$ cat src/rtl/fetch_arbiter.sv
// fetch_arbiter: round-robin arbiter sharing one instruction-fetch memory
// port among N_REQ cores. One transaction at a time: grant in IDLE, read
// through ISSUE/WAIT, one-cycle response pulse in RESP. Misaligned addresses
// are answered with an error and never reach memory. Hung memory reads end
// with an error response after TIMEOUT cycles.
//
// Ports
//   clock, reset              rising-edge clock, synchronous active-high reset
//   req_valid/req_addr        per-core request, address i at [i*ADDR_W +: ADDR_W]
//   req_ready                 one-hot acceptance (combinational, IDLE only)
//   rsp_valid/rsp_data/rsp_err one-cycle response to the owning core
//   mem_req/mem_addr/mem_ack  memory read request handshake
//   mem_rvalid/mem_rdata      memory read data
//   busy                      high whenever not IDLE
module fetch_arbiter #(
  parameter int N_REQ   = 4,
  parameter int ADDR_W  = 32,
  parameter int DATA_W  = 32,
  parameter int TIMEOUT = 255
) (
  input  logic                      clock,
  input  logic                      reset,
  input  logic [N_REQ-1:0]          req_valid,
  input  logic [N_REQ*ADDR_W-1:0]   req_addr,
  output logic [N_REQ-1:0]          req_ready,
  output logic [N_REQ-1:0]          rsp_valid,
  output logic [DATA_W-1:0]         rsp_data,
  output logic                      rsp_err,
  output logic                      mem_req,
  output logic [ADDR_W-1:0]         mem_addr,
  input  logic                      mem_ack,
  input  logic                      mem_rvalid,
  input  logic [DATA_W-1:0]         mem_rdata,
  output logic                      busy
);

  localparam int OW = (N_REQ > 1) ? $clog2(N_REQ) : 1;
  localparam logic [9:0] TLIM = 10'(TIMEOUT - 1);

  typedef enum logic [1:0] {S_IDLE, S_ISSUE, S_WAIT, S_RESP} state_t;

  state_t             r_state, w_state_nxt;
  logic [OW-1:0]      r_owner, r_ptr, w_win, w_cand;
  logic [OW:0]        w_sum;
  logic               w_found, w_mis, w_tout;
  logic [ADDR_W-1:0]  r_addr, w_win_addr;
  logic [DATA_W-1:0]  r_data;
  logic               r_err;
  logic [9:0]         r_tcnt;

  // Winner search: first requester at or above r_ptr, wrapping around.
  always_comb begin
    w_found = 1'b0;
    w_win   = '0;
    w_sum   = '0;
    w_cand  = '0;
    for (int k = 0; k < N_REQ; k++) begin
      w_sum = {1'b0, r_ptr} + (OW+1)'(k);
      if (w_sum >= (OW+1)'(N_REQ)) w_sum = w_sum - (OW+1)'(N_REQ);
      w_cand = w_sum[OW-1:0];
      if (!w_found && req_valid[w_cand]) begin
        w_found = 1'b1;
        w_win   = w_cand;
      end
    end
  end

  assign w_win_addr = req_addr[w_win*ADDR_W +: ADDR_W];
  assign w_mis      = (w_win_addr[1:0] != 2'b00);
  // ">=" rather than "==": an ack on the last counted ISSUE cycle moves to
  // WAIT with the counter already past the limit, and that WAIT must still
  // end on its first cycle unless data arrives.
  assign w_tout     = (r_tcnt >= TLIM);

  always_comb begin
    w_state_nxt = r_state;
    req_ready   = '0;
    rsp_valid   = '0;
    rsp_data    = '0;
    rsp_err     = 1'b0;
    mem_req     = 1'b0;
    mem_addr    = '0;
    busy        = (r_state != S_IDLE);
    case (r_state)
      S_IDLE: begin
        if (w_found) begin
          req_ready[w_win] = 1'b1;
          w_state_nxt      = w_mis ? S_RESP : S_ISSUE;
        end
      end
      S_ISSUE: begin
        mem_req  = 1'b1;
        mem_addr = r_addr;
        if (mem_ack)     w_state_nxt = S_WAIT;
        else if (w_tout) w_state_nxt = S_RESP;
      end
      S_WAIT: begin
        if (mem_rvalid || w_tout) w_state_nxt = S_RESP;
      end
      S_RESP: begin
        rsp_valid[r_owner] = 1'b1;
        rsp_data           = r_data;
        rsp_err            = r_err;
        w_state_nxt        = S_IDLE;
      end
      default: w_state_nxt = S_IDLE;
    endcase
  end

  always_ff @(posedge clock) begin
    if (reset) begin
      r_state <= S_IDLE;
      r_ptr   <= '0;
      r_owner <= '0;
      r_tcnt  <= '0;
      r_addr  <= '0;
      r_data  <= '0;
      r_err   <= 1'b0;
    end else begin
      r_state <= w_state_nxt;
      case (r_state)
        S_IDLE: begin
          if (w_found) begin
            r_owner <= w_win;
            r_addr  <= w_win_addr;
            r_tcnt  <= '0;
            if (w_mis) begin
              r_err  <= 1'b1;
              r_data <= '0;
            end
          end
        end
        S_ISSUE: begin
          r_tcnt <= r_tcnt + 10'd1;
          if (!mem_ack && w_tout) begin
            r_err  <= 1'b1;
            r_data <= '0;
          end
        end
        S_WAIT: begin
          r_tcnt <= r_tcnt + 10'd1;
          if (mem_rvalid) begin
            r_data <= mem_rdata;
            r_err  <= 1'b0;
          end else if (w_tout) begin
            r_err  <= 1'b1;
            r_data <= '0;
          end
        end
        S_RESP: begin
          r_ptr <= (r_owner == OW'(N_REQ-1)) ? '0 : r_owner + OW'(1);
        end
        default: ;
      endcase
    end
  end

endmodule

$ cat config.mk
export PLATFORM = sky130hd
export DESIGN_NAME = fetch_arbiter
export DESIGN_NICKNAME = d
export VERILOG_FILES = /design/src/rtl/fetch_arbiter.sv
export SDC_FILE = /design/constraint.sdc
export NUM_CORES = 1
export LEC_CHECK = 0
export ABC_AREA = 1
export BUFFER_PORTS_ARGS = -buffer_cell sky130_fd_sc_hd__buf_2
export CORE_ASPECT_RATIO = 0.75
export CORE_UTILIZATION = 51
export DETAILED_ROUTE_END_ITERATION = 10
export PLACE_DENSITY = 0.95
export SLEW_MARGIN = 20
export SYNTH_ARGS = -nofsm -noshare
export SYNTH_HDL_FRONTEND = slang
export SYNTH_SLANG_ARGS = --single-unit
export TNS_END_PERCENT = 100
$ cat constraint.sdc
create_clock -name clock -period 3.5 [get_ports clock]
set_input_delay 0.35 -clock clock [delete_from_list [all_inputs] [get_ports clock]]
set_output_delay 0.35 -clock clock [all_outputs]
set_load 0.005 [all_outputs]
Word level (Yosys, flattened, before mapping)
Index checks and enable logic that the tools add are counted.
{"block": "op_classes", "n_addsub": 9, "n_mul": 0, "n_div": 0, "magnitude_cmp": 13, "eq_ne": 10, "shift": 1, "n_mux": 52, "bitwise_logic": 0, "n_reduce_logical": 21}
{"operator": "32-bit two-way mux", "n": 7}
{"operator": "128-bit by 8-bit variable part select with 32-bit output", "n": 1}
{"operator": "32-bit case mux with 3 select lines", "n": 1}
{"operator": "2-bit two-way mux", "n": 14}
{"operator": "10-bit case mux with 2 select lines", "n": 1}
{"operator": "2-bit by 3-bit < comparator with 1-bit output (second input constant)", "n": 6}
{"operator": "1-bit two-way mux", "n": 17}
{"operator": "4-bit two-way mux", "n": 3}
{"operator": "10-bit by 1-bit adder with 10-bit output (second input constant)", "n": 1}
{"operator": "10-bit by 8-bit >= comparator with 1-bit output (second input constant)", "n": 1}
{"operator": "10-bit two-way mux", "n": 1}
{"operator": "3-bit >= comparator (second input constant)", "n": 3}
{"operator": "1-bit binary-select mux with 2-bit select", "n": 4}
{"operator": "2-bit != test (second input constant)", "n": 4}
{"operator": "2-bit case mux with 4 select lines", "n": 1}
{"operator": "2-bit by 1-bit subtractor with 2-bit output (second input constant)", "n": 4}
{"operator": "2-bit by 2-bit adder with 3-bit output (second input constant)", "n": 2}
{"operator": "2-bit equality test (second input constant)", "n": 3}
{"operator": "1-bit logical AND", "n": 6}
{"operator": "3-bit != test (second input constant)", "n": 2}
{"operator": "2-bit nonzero test", "n": 3}
{"operator": "5-bit AND reduction", "n": 1}
{"operator": "1-bit demux with 2-bit select", "n": 2}
{"operator": "2-bit by 1-bit >= comparator with 1-bit output (second input constant)", "n": 2}
{"operator": "other kinds (12)", "n": 16}
{"block": "word_totals", "reg_bits": 81, "latchBits": 0, "ram_bits": 0, "rom_bits": 0, "in_bits": 168, "out_inout_bits": 75, "wordCells": 113, "memories": 0}

Depth between registers and ports, before layout
Gate-level depths: netlist of the first run.
{"block": "depth", "depth_word": 20, "mapped_depth": 18, "depth_no_buf": 16}

Worst setup path after synthesis of the first run
OpenSTA, ideal clock, no wires.
{"block": "synth_path", "path_kind": "flip-flop to output port", "startpoint": "register r_ptr[0]", "endpoint": "output req_ready[1]", "arrival_ps": 1714, "path_slack_ps": 1436, "stages_incl_launch_ff": 14, "path_cell_list": "dfxtp_1 -> buf_6 -> nand2_1 -> nand2_1 -> nand2_1 -> nand2_2 -> nor2_8 -> nand3_4 -> nand2_1 -> inv_1 -> buf_2 -> buf_1 -> nand3_1 -> inv_1"}
{"block": "synth_between", "elab_chain_cells": 20, "elab_cells_between_ends": 44, "classes_between": "add/sub (7); order compare (6); mux (24); reduce/logical (7)"}
{"item": "from (decl)", "line_no": "43", "rtl": "logic [OW-1:0] r_owner, r_ptr, w_win, w_cand;"}
{"item": "from (signal assigned)", "line_no": "151", "rtl": "r_ptr <= (r_owner == OW'(N_REQ-1)) ? '0 : r_owner + OW'(1);"}
{"item": "parallel branches: the longest is 18 deep, another holds 2-bit by 1-bit adder with 3-bit output"}
{"item": "4-bit two-way mux *", "line_no": "86", "rtl": "if (w_found) begin"}
{"item": "4-bit two-way mux *", "line_no": "84", "rtl": "case (r_state)"}
{"item": "to (decl)", "line_no": "25", "rtl": "output logic [N_REQ-1:0] req_ready,"}
Every way passes the cells marked *. The select of a mux whose other input is x is not followed.

Worst setup path in the final report of the first run
{"block": "layout_path", "startpoint": "register r_ptr[0]", "endpoint": "register r_addr[5]"}
{"block": "layout_between", "elab_chain_cells": 15, "elab_cells_between_ends": 39, "classes_between": "add/sub (7); order compare (4); shift (1); mux (20); reduce/logical (7)"}
{"item": "parallel branches: the longest is 15 deep, another holds 2-bit by 1-bit adder with 3-bit output"}
{"item": "to (signal assigned)", "line_no": "125", "rtl": "r_addr <= w_win_addr;"}
{"item": "to (decl)", "line_no": "46", "rtl": "logic [ADDR_W-1:0] r_addr, w_win_addr;"}
Several ways; the timed one is not identified. The select of a mux whose other input is x is not followed.
A chain may end at the register's enable or synchronous reset.

==> out/qor.yml, run 1 <==
route:
  avgRoutedWirePerCell_um: 12.7
  vias: 6245
  drtIter0Drc: 621
  vias_per_cell: 5.12
  top_layer: "met4"
  drt-total-wl_mm: 15.5
  ant_nets: 0
  route.detailed.drc: 0
  route.met3.wl_um: 919
  wl_met2_mm: 7.20
  drt_first_pass_iters: 5
  wl_met1_mm: 6.94
synthesis:
  synth_mux_area_frac: 0
  yosysUniqueCellTypes: 35
  synth-xor-area-share: 0.00157
  synth-simple-area-share: 0.347
  synth_fa_ha_area_frac: 0.0224
  syn_area_sq_um: 5590
  yosys_warnings: 0
  synthArstFlopShare: 0
  syn_nets: 1052
  syn-instance-count: 874
  synth_flop_cell: "dfxtp_1"
  yosysTopAreaCellShare: 0.290
  yosysSeqAreaShare: 0.290
  synth_top_family_by_area: "simple AND/OR/NAND/NOR gates"
  synth-edff-count: 0
  yosysTopAreaCell: "dfxtp_1"
  netlist_top_cells_area: "dfxtp_1 (29%), nand2_1 (12%), inv_1 (8.8%)"
  avgSynthCellArea_sq_um: 6.40
  ys_seq_elements: 81
  synth-compound-area-share: 0.187
final_layout:
  diodes: 0
  area_growth_pct: 25.8
  stdcell_area_sq_um: 7040
  final_nets: 1257
  drive_above_1_share: 0.332
timing:
  drv_slew: 0
  finalSetupViolCount: 0
  hold_viol: 0
  fmax_mhz: 323
  worst_slew_pin_slew_ns: 0.944
  finalCritPeriodShare: 0.885
  worst_slack_ns: 0.402
  rsz0062_at_grt: "false"
  setup_tns_ns: 0
  fin_worst_skew_ns: 0.00778
  finalCriticalPeriod_ns: 3.10
  slew_headroom: 0.370
grt:
  grt_max_degree: 67
  grt_pass1_vias: 5455
  grt.overflow.total: 0
  antenna_found_initial: 0
  grt_pass1_wl_mm: 24.9
  grtUsageTotal: 0.273
worst_setup_path:
  path_class: "reg -> reg"
  worstPathRequired_ns: 3.78
  cp-end-kind: "register"
  critPathArrivalTime_ns: 3.38
  r2r_cells: 14
  worst_setup_path_start_kind: "register"
  reg2reg_to: "r_addr[5]"
  r2r_setup_slack_ns: 0.40
  r2r_start: "r_ptr[0]"
  path_max_fanout: 44
clock_tree:
  cts_tree: "done"
  cts_sinks: 81
  clkTransAtPathRegs_ns: 0.06
  cts_buffers: 9
  postCtsResizedCells: 0
  clockRootBuffer: "clkbuf_16"
  htreeDepth: 3
  ctsHoldBuffers: 0
  max-clock-path-buffers: 2
  postCtsSetupBuffers: 0
  insertion_delay_ns: 0.33
outcome:
  outcome: "complete, no violations"
place:
  placed_area_sq_um: 6730
  io_buffers: 242
  pre_cts_ws_ns: 0.511
  dp_hpwl_mm: 11.5
  gp_congestion: 0.940
floorplan:
  die_w_um: 123
  design.die.area_sq_um: 11400
  chipHeight_um: 92.7
  core_area_sq_um: 10500
  num_rows: 32
  ios: 243
  initial_utilization: 0.533
job:
  max_cap_viol_count: 0
hold_path:
  min_to: "r_owner[1]"
  min_path_type: "in -> reg"
  hold_depth: 2
  hold_start: "reset"
power_and_ir_drop:
  leakagePower_nw: 4.16
  total_power_mw: 6.26
  powerDensity_nw_per_um2: 890
  vdd_drop_max_mv: 0.518
sequential cells by signal (all words and copies together) (netlist names):
register / flops
r_addr: 32
r_data: 32
r_owner: 2
r_ptr: 2
r_tcnt: 10
r_err: 1
r_state: 2
layer usage:
| layer | vias up | global-route usage |
|---|---|---|
| li1 | 3188 | - |
| met1 | 2785 | 0.357 |
| met2 | 227 | 0.430 |
| met3 | 45 | 0.0610 |
| met4 | 0 | 0.110 |
| met5 | - | 0 |
metrics by stage:
| step | utilization | hold WS (ns) | std cells |
|---|---|---|---|
| after floorplan | - | 0.419 | 874 |
| after global placement | 0.642 | 0.448 | 1204 |
| after detailed placement | 0.642 | 0.462 | 1204 |
| after CTS | 0.671 | 0.208 | 1220 |
| after global routing | 0.671 | 0.217 | 1220 |
| final | 0.671 | 0.216 | 1220 |
Yosys cell counts (5+ instances only):
library cell / n
a21oi_1: 16
a21oi_2: 30
buf_2: 14
clkbuf_1: 33
dfxtp_1: 81
ha_1: 10
inv_1: 131
nand2_1: 183
nand2_2: 11
nand3_1: 78
nand4_1: 5
nor2_1: 108
o211ai_1: 62
o21ai_0: 40
or2_2: 31
how the worst max path moves through the flow:
stage	startpoint	endpoint	slack, ns	depth (start not counted)
final	r_ptr[0]	r_addr[5]	0.40	14
after global routing	r_ptr[0]	r_addr[2]	0.1	14
after CTS	r_ptr[0]	r_addr[5]	0.47	14
after detailed placement	r_ptr[0]	r_addr[5]	0.51	14
after global placement	r_ptr[0]	r_addr[5]	0.60	14
after floorplan	r_ptr[0]	req_ready[1]	1.44	13
layout by cell type, fill, tap and decap left out, drive strengths merged:
cell type  count
nor3           4
and3           1
o21ai         41
dfxtp         81
a31oi          1
clkinv         4
o211a          1
nand3         84
buf          254
a211oi         2
xnor2          1
or2           31
bufinv         1
a21oi         46
ha            10
clkinvlp       1
inv          138
nor3b          1
nor2         110
nand2        196
o211ai        62
clkbuf         9
nand4          5
critical path, stage by stage (launching register included):
cell	delay, ns
dfxtp_1	0.60
inv_2	0.18
nand2_1	0.15
nand2_4	0.08
nor2_1	0.17
nor2_2	0.08
nand3_4	0.12
nand3_2	0.15
buf_4	0.22
inv_1	0.36
buf_4	0.46
o21ai_0	0.19
nand3_1	0.13
o211ai_1	0.09
inv_1	0.08
power by group:
group	switching, mW	internal (mW)	total, mW
clock network	0.392	0.559	0.951
registers	0.194	1.23	1.42
logic	2.43	1.46	3.89
cell families (layout without fill, tap and decap cells):
family,Yosys count,after routing
flip-flops,81,81
AND/OR/NAND/NOR,432,432
XOR/XNOR,1,1
AO/OA/AOI/OAI,153,153
adder cells (fa/ha/maj),10,10
buffers and inverters,197,407
area by class of cell:
cell class                 instances  area (sq um)
fill                             887          3450
multi-input combinational        596          3130
sequential                        81          1620
timing repair buffer             254          1300
inverter                         137           514
clock buffer                       9           225
tap                              136           170
clock inverter                     7          77.6
Note: power is estimated with default switching activity, not from simulation.
==> inputs of run 2 (changes only) <==
--- a/config.mk
+++ b/config.mk
@@ -8,6 +8,7 @@
 export ABC_AREA = 1
 export BUFFER_PORTS_ARGS = -buffer_cell sky130_fd_sc_hd__buf_2
 export CORE_ASPECT_RATIO = 0.75
+export CORE_MARGIN = 2
 export CORE_UTILIZATION = 51
 export DETAILED_ROUTE_END_ITERATION = 10
 export PLACE_DENSITY = 0.95
==> out/qor.yml, run 2 (synthesis gave the netlist of run 1 again) <==
floorplan:
  num_rows: 33  # +3.1%
  ios: 243  # unchanged
  chipHeight_um: 94.7  # +2.2%
  initial_utilization: 0.517  # -0.0162
  core_area_sq_um: 10800  # +3.1%
  design.die.area_sq_um: 11800  # +3.8%
  die_w_um: 125  # +1.6%
clock_tree:
  postCtsResizedCells: 0  # unchanged
  clockRootBuffer: "clkbuf_16"
  ctsHoldBuffers: 0  # unchanged
  cts_buffers: 9  # unchanged
  postCtsSetupBuffers: 0  # unchanged
  insertion_delay_ns: 0.33  # about the same
  clkTransAtPathRegs_ns: 0.06  # about the same
  cts_sinks: 81  # unchanged
  max-clock-path-buffers: 2  # unchanged
  htreeDepth: 3  # unchanged
  cts_tree: "done"
hold_path:
  min_path_type: "in -> reg"
grt:
  antenna_found_initial: 0  # unchanged
  grt_pass1_vias: 5895  # +8.1%
  grt_max_degree: 67  # unchanged
  grtUsageTotal: 0.263  # -0.00982
  grt.overflow.total: 0  # unchanged
  grt_pass1_wl_mm: 26.1  # +5.0%
timing:
  finalCriticalPeriod_ns: 3.18  # +0.0835 ns
  slew_headroom: 0.368  # -0.00151
  finalCritPeriodShare: 0.909  # +0.0238
  rsz0062_at_grt: "false"
  holdWs_ns: 0.226  # +0.0100 ns
  drv_slew: 0  # unchanged
  setup_tns_ns: 0  # unchanged
  finalSetupViolCount: 0  # unchanged
  worst_slew_pin_slew_ns: 0.947  # +0.00227 ns
  fin_worst_skew_ns: 0.00581  # -0.00197 ns
  hold_viol: 0  # unchanged
  fmax_mhz: 314  # -2.6%
route:
  drtIter0Drc: 632  # +1.8%
  vias: 6332  # +1.4%
  route.detailed.drc: 0  # unchanged
  vias_per_cell: 5.19  # +1.3%
  drt_first_pass_iters: 5  # unchanged
  drt-total-wl_mm: 15.8  # +1.8%
  avgRoutedWirePerCell_um: 12.9  # +1.7%
  ant_nets: 0  # unchanged
worst_setup_path:
  critical_path.max_stage_delay_ns: 0.60  # about the same
  critPathArrivalTime_ns: 2.83  # -0.55 ns
  path_class: "reg -> out"
  critPathBufInv: 4  # -1
  cp-end-kind: "primary output"
  cp_top_family: "simple AND/OR/NAND/NOR gates"
  path_cells: "inv_2 > nand2_1 > nand2_1 > nand2_1 > nand2_2 > nor2_8 > nand3_1 > nand2_2 > buf_4 > nand3_1 > inv_1 > buf_2"
  path_max_fanout: 51  # +16%
  worstPathRequired_ns: 3.15  # -0.63 ns
  path_common_cell: "nand2_1"
  cp_slowest_cell: "dfxtp_1"
  worst_setup_path_start_kind: "register"
job:
  max_cap_viol_count: 0  # unchanged
final_layout:
  final_core_util: 0.653  # -0.0182
  reg_top3: "r_addr: 32 flops, r_data: 32 flops, r_tcnt: 10 flops"
  mostFrequentLayoutCell: "buf_2"
  n_fill_cell: 941  # +6.1%
  final_cell_mix: "buf_2 (242), nand2_1 (182), inv_1 (130)"
  final_nets: 1255  # -0.16%
  diodes: 0  # unchanged
  drive_above_1_share: 0.328  # -0.00370
  area_growth_pct: 26.2
power_and_ir_drop:
  vdd_drop_max_mv: 0.495  # -4.5%
  leakagePower_nw: 4.16  # about the same
  total_power_mw: 6.31  # +0.74%
  powerDensity_nw_per_um2: 894  # +0.42%
outcome:
  outcome: "complete, no violations"
place:
  io_buffers: 242  # unchanged
  dp_hpwl_mm: 11.6  # +0.22%
  gp_congestion: 0.967  # +2.9%
run 2: cell types whose count changed in the layout (fill, tap and decap cells not counted), sizes merged:
| cell | change |
|---|---|
| clkbuf | +4 |
| clkinv | -3 |
| inv | -2 |
| buf | -2 |
run 2: area by class of cell:
cell class / count / area [sq um] / area share
Clock buffer: 13 / 260 / 0.0369
Clock inverter: 2 / 37.5 / 0.00532
Inverter: 137 / 514 / 0.0728
Multi-Input combinational cell: 596 / 3130 / 0.443
Sequential cell: 81 / 1620 / 0.230
Tap cell: 140 / 175 / 0.0248
Timing Repair Buffer: 252 / 1320 / 0.188
run 2: worst register-to-register path, cell delays in order, from the launching register on:
cell	delay, ns
dfxtp_1	0.60
inv_2	0.19
nand2_1	0.12
nand2_1	0.10
nand2_1	0.09
nand2_2	0.09
nor2_8	0.13
nand3_1	0.08
nand3_1	0.10
nand2_2	0.20
clkinv_1	0.16
nand3_1	0.11
nand2_2	0.11
nand3_4	0.38
buf_12	0.36
a21oi_1	0.17
nor2_1	0.07
run 2: power breakdown:
group | total, mW | leakage (nW) | switching (mW) | internal [mW]
combinational | 3.95 | 3.35 | 2.44 | 1.51
clock | 0.940 | 0.142 | 0.352 | 0.588
sequential | 1.42 | 0.668 | 0.193 | 1.23
run 2: worst paths after layout:
path / from / to / slack [ns] / cells past startpoint
worst min-delay path: reset / r_owner[1] / 0.23 / 2
worst min register to register: r_tcnt[3] / r_tcnt[3] / 0.48 / 2
worst max register to register: r_ptr[0] / r_data[5] / 0.33 / 16
worst max-delay path: r_ptr[0] / req_ready[1] / 0.32 / 12
run 2: stage by stage:
| step | setup WS (ns) | instance area [sq um] | cells |
|---|---|---|---|
| 2_1_floorplan | 1.44 | 5590 | 874 |
| 3_3_place_gp | 0.672 | 6760 | 1206 |
| 3_5_place_dp | 0.449 | 6760 | 1206 |
| 4_1_cts | 0.337 | 7060 | 1221 |
| 5_1_grt | 0.0827 | 7060 | 1221 |
| 6_report | 0.319 | 7060 | 1221 |
run 2: routing by layer:
| layer | GRT usage | vias to the layer above | wire [um] |
|---|---|---|---|
| li1 | - | 3173 | - |
| met1 | 0.331 | 2873 | 6820 |
| met5 | 0 | - | 0 |
| met3 | 0.0453 | 52 | 808 |
| met4 | 0.106 | 0 | 496 |
| met2 | 0.454 | 234 | 7650 |
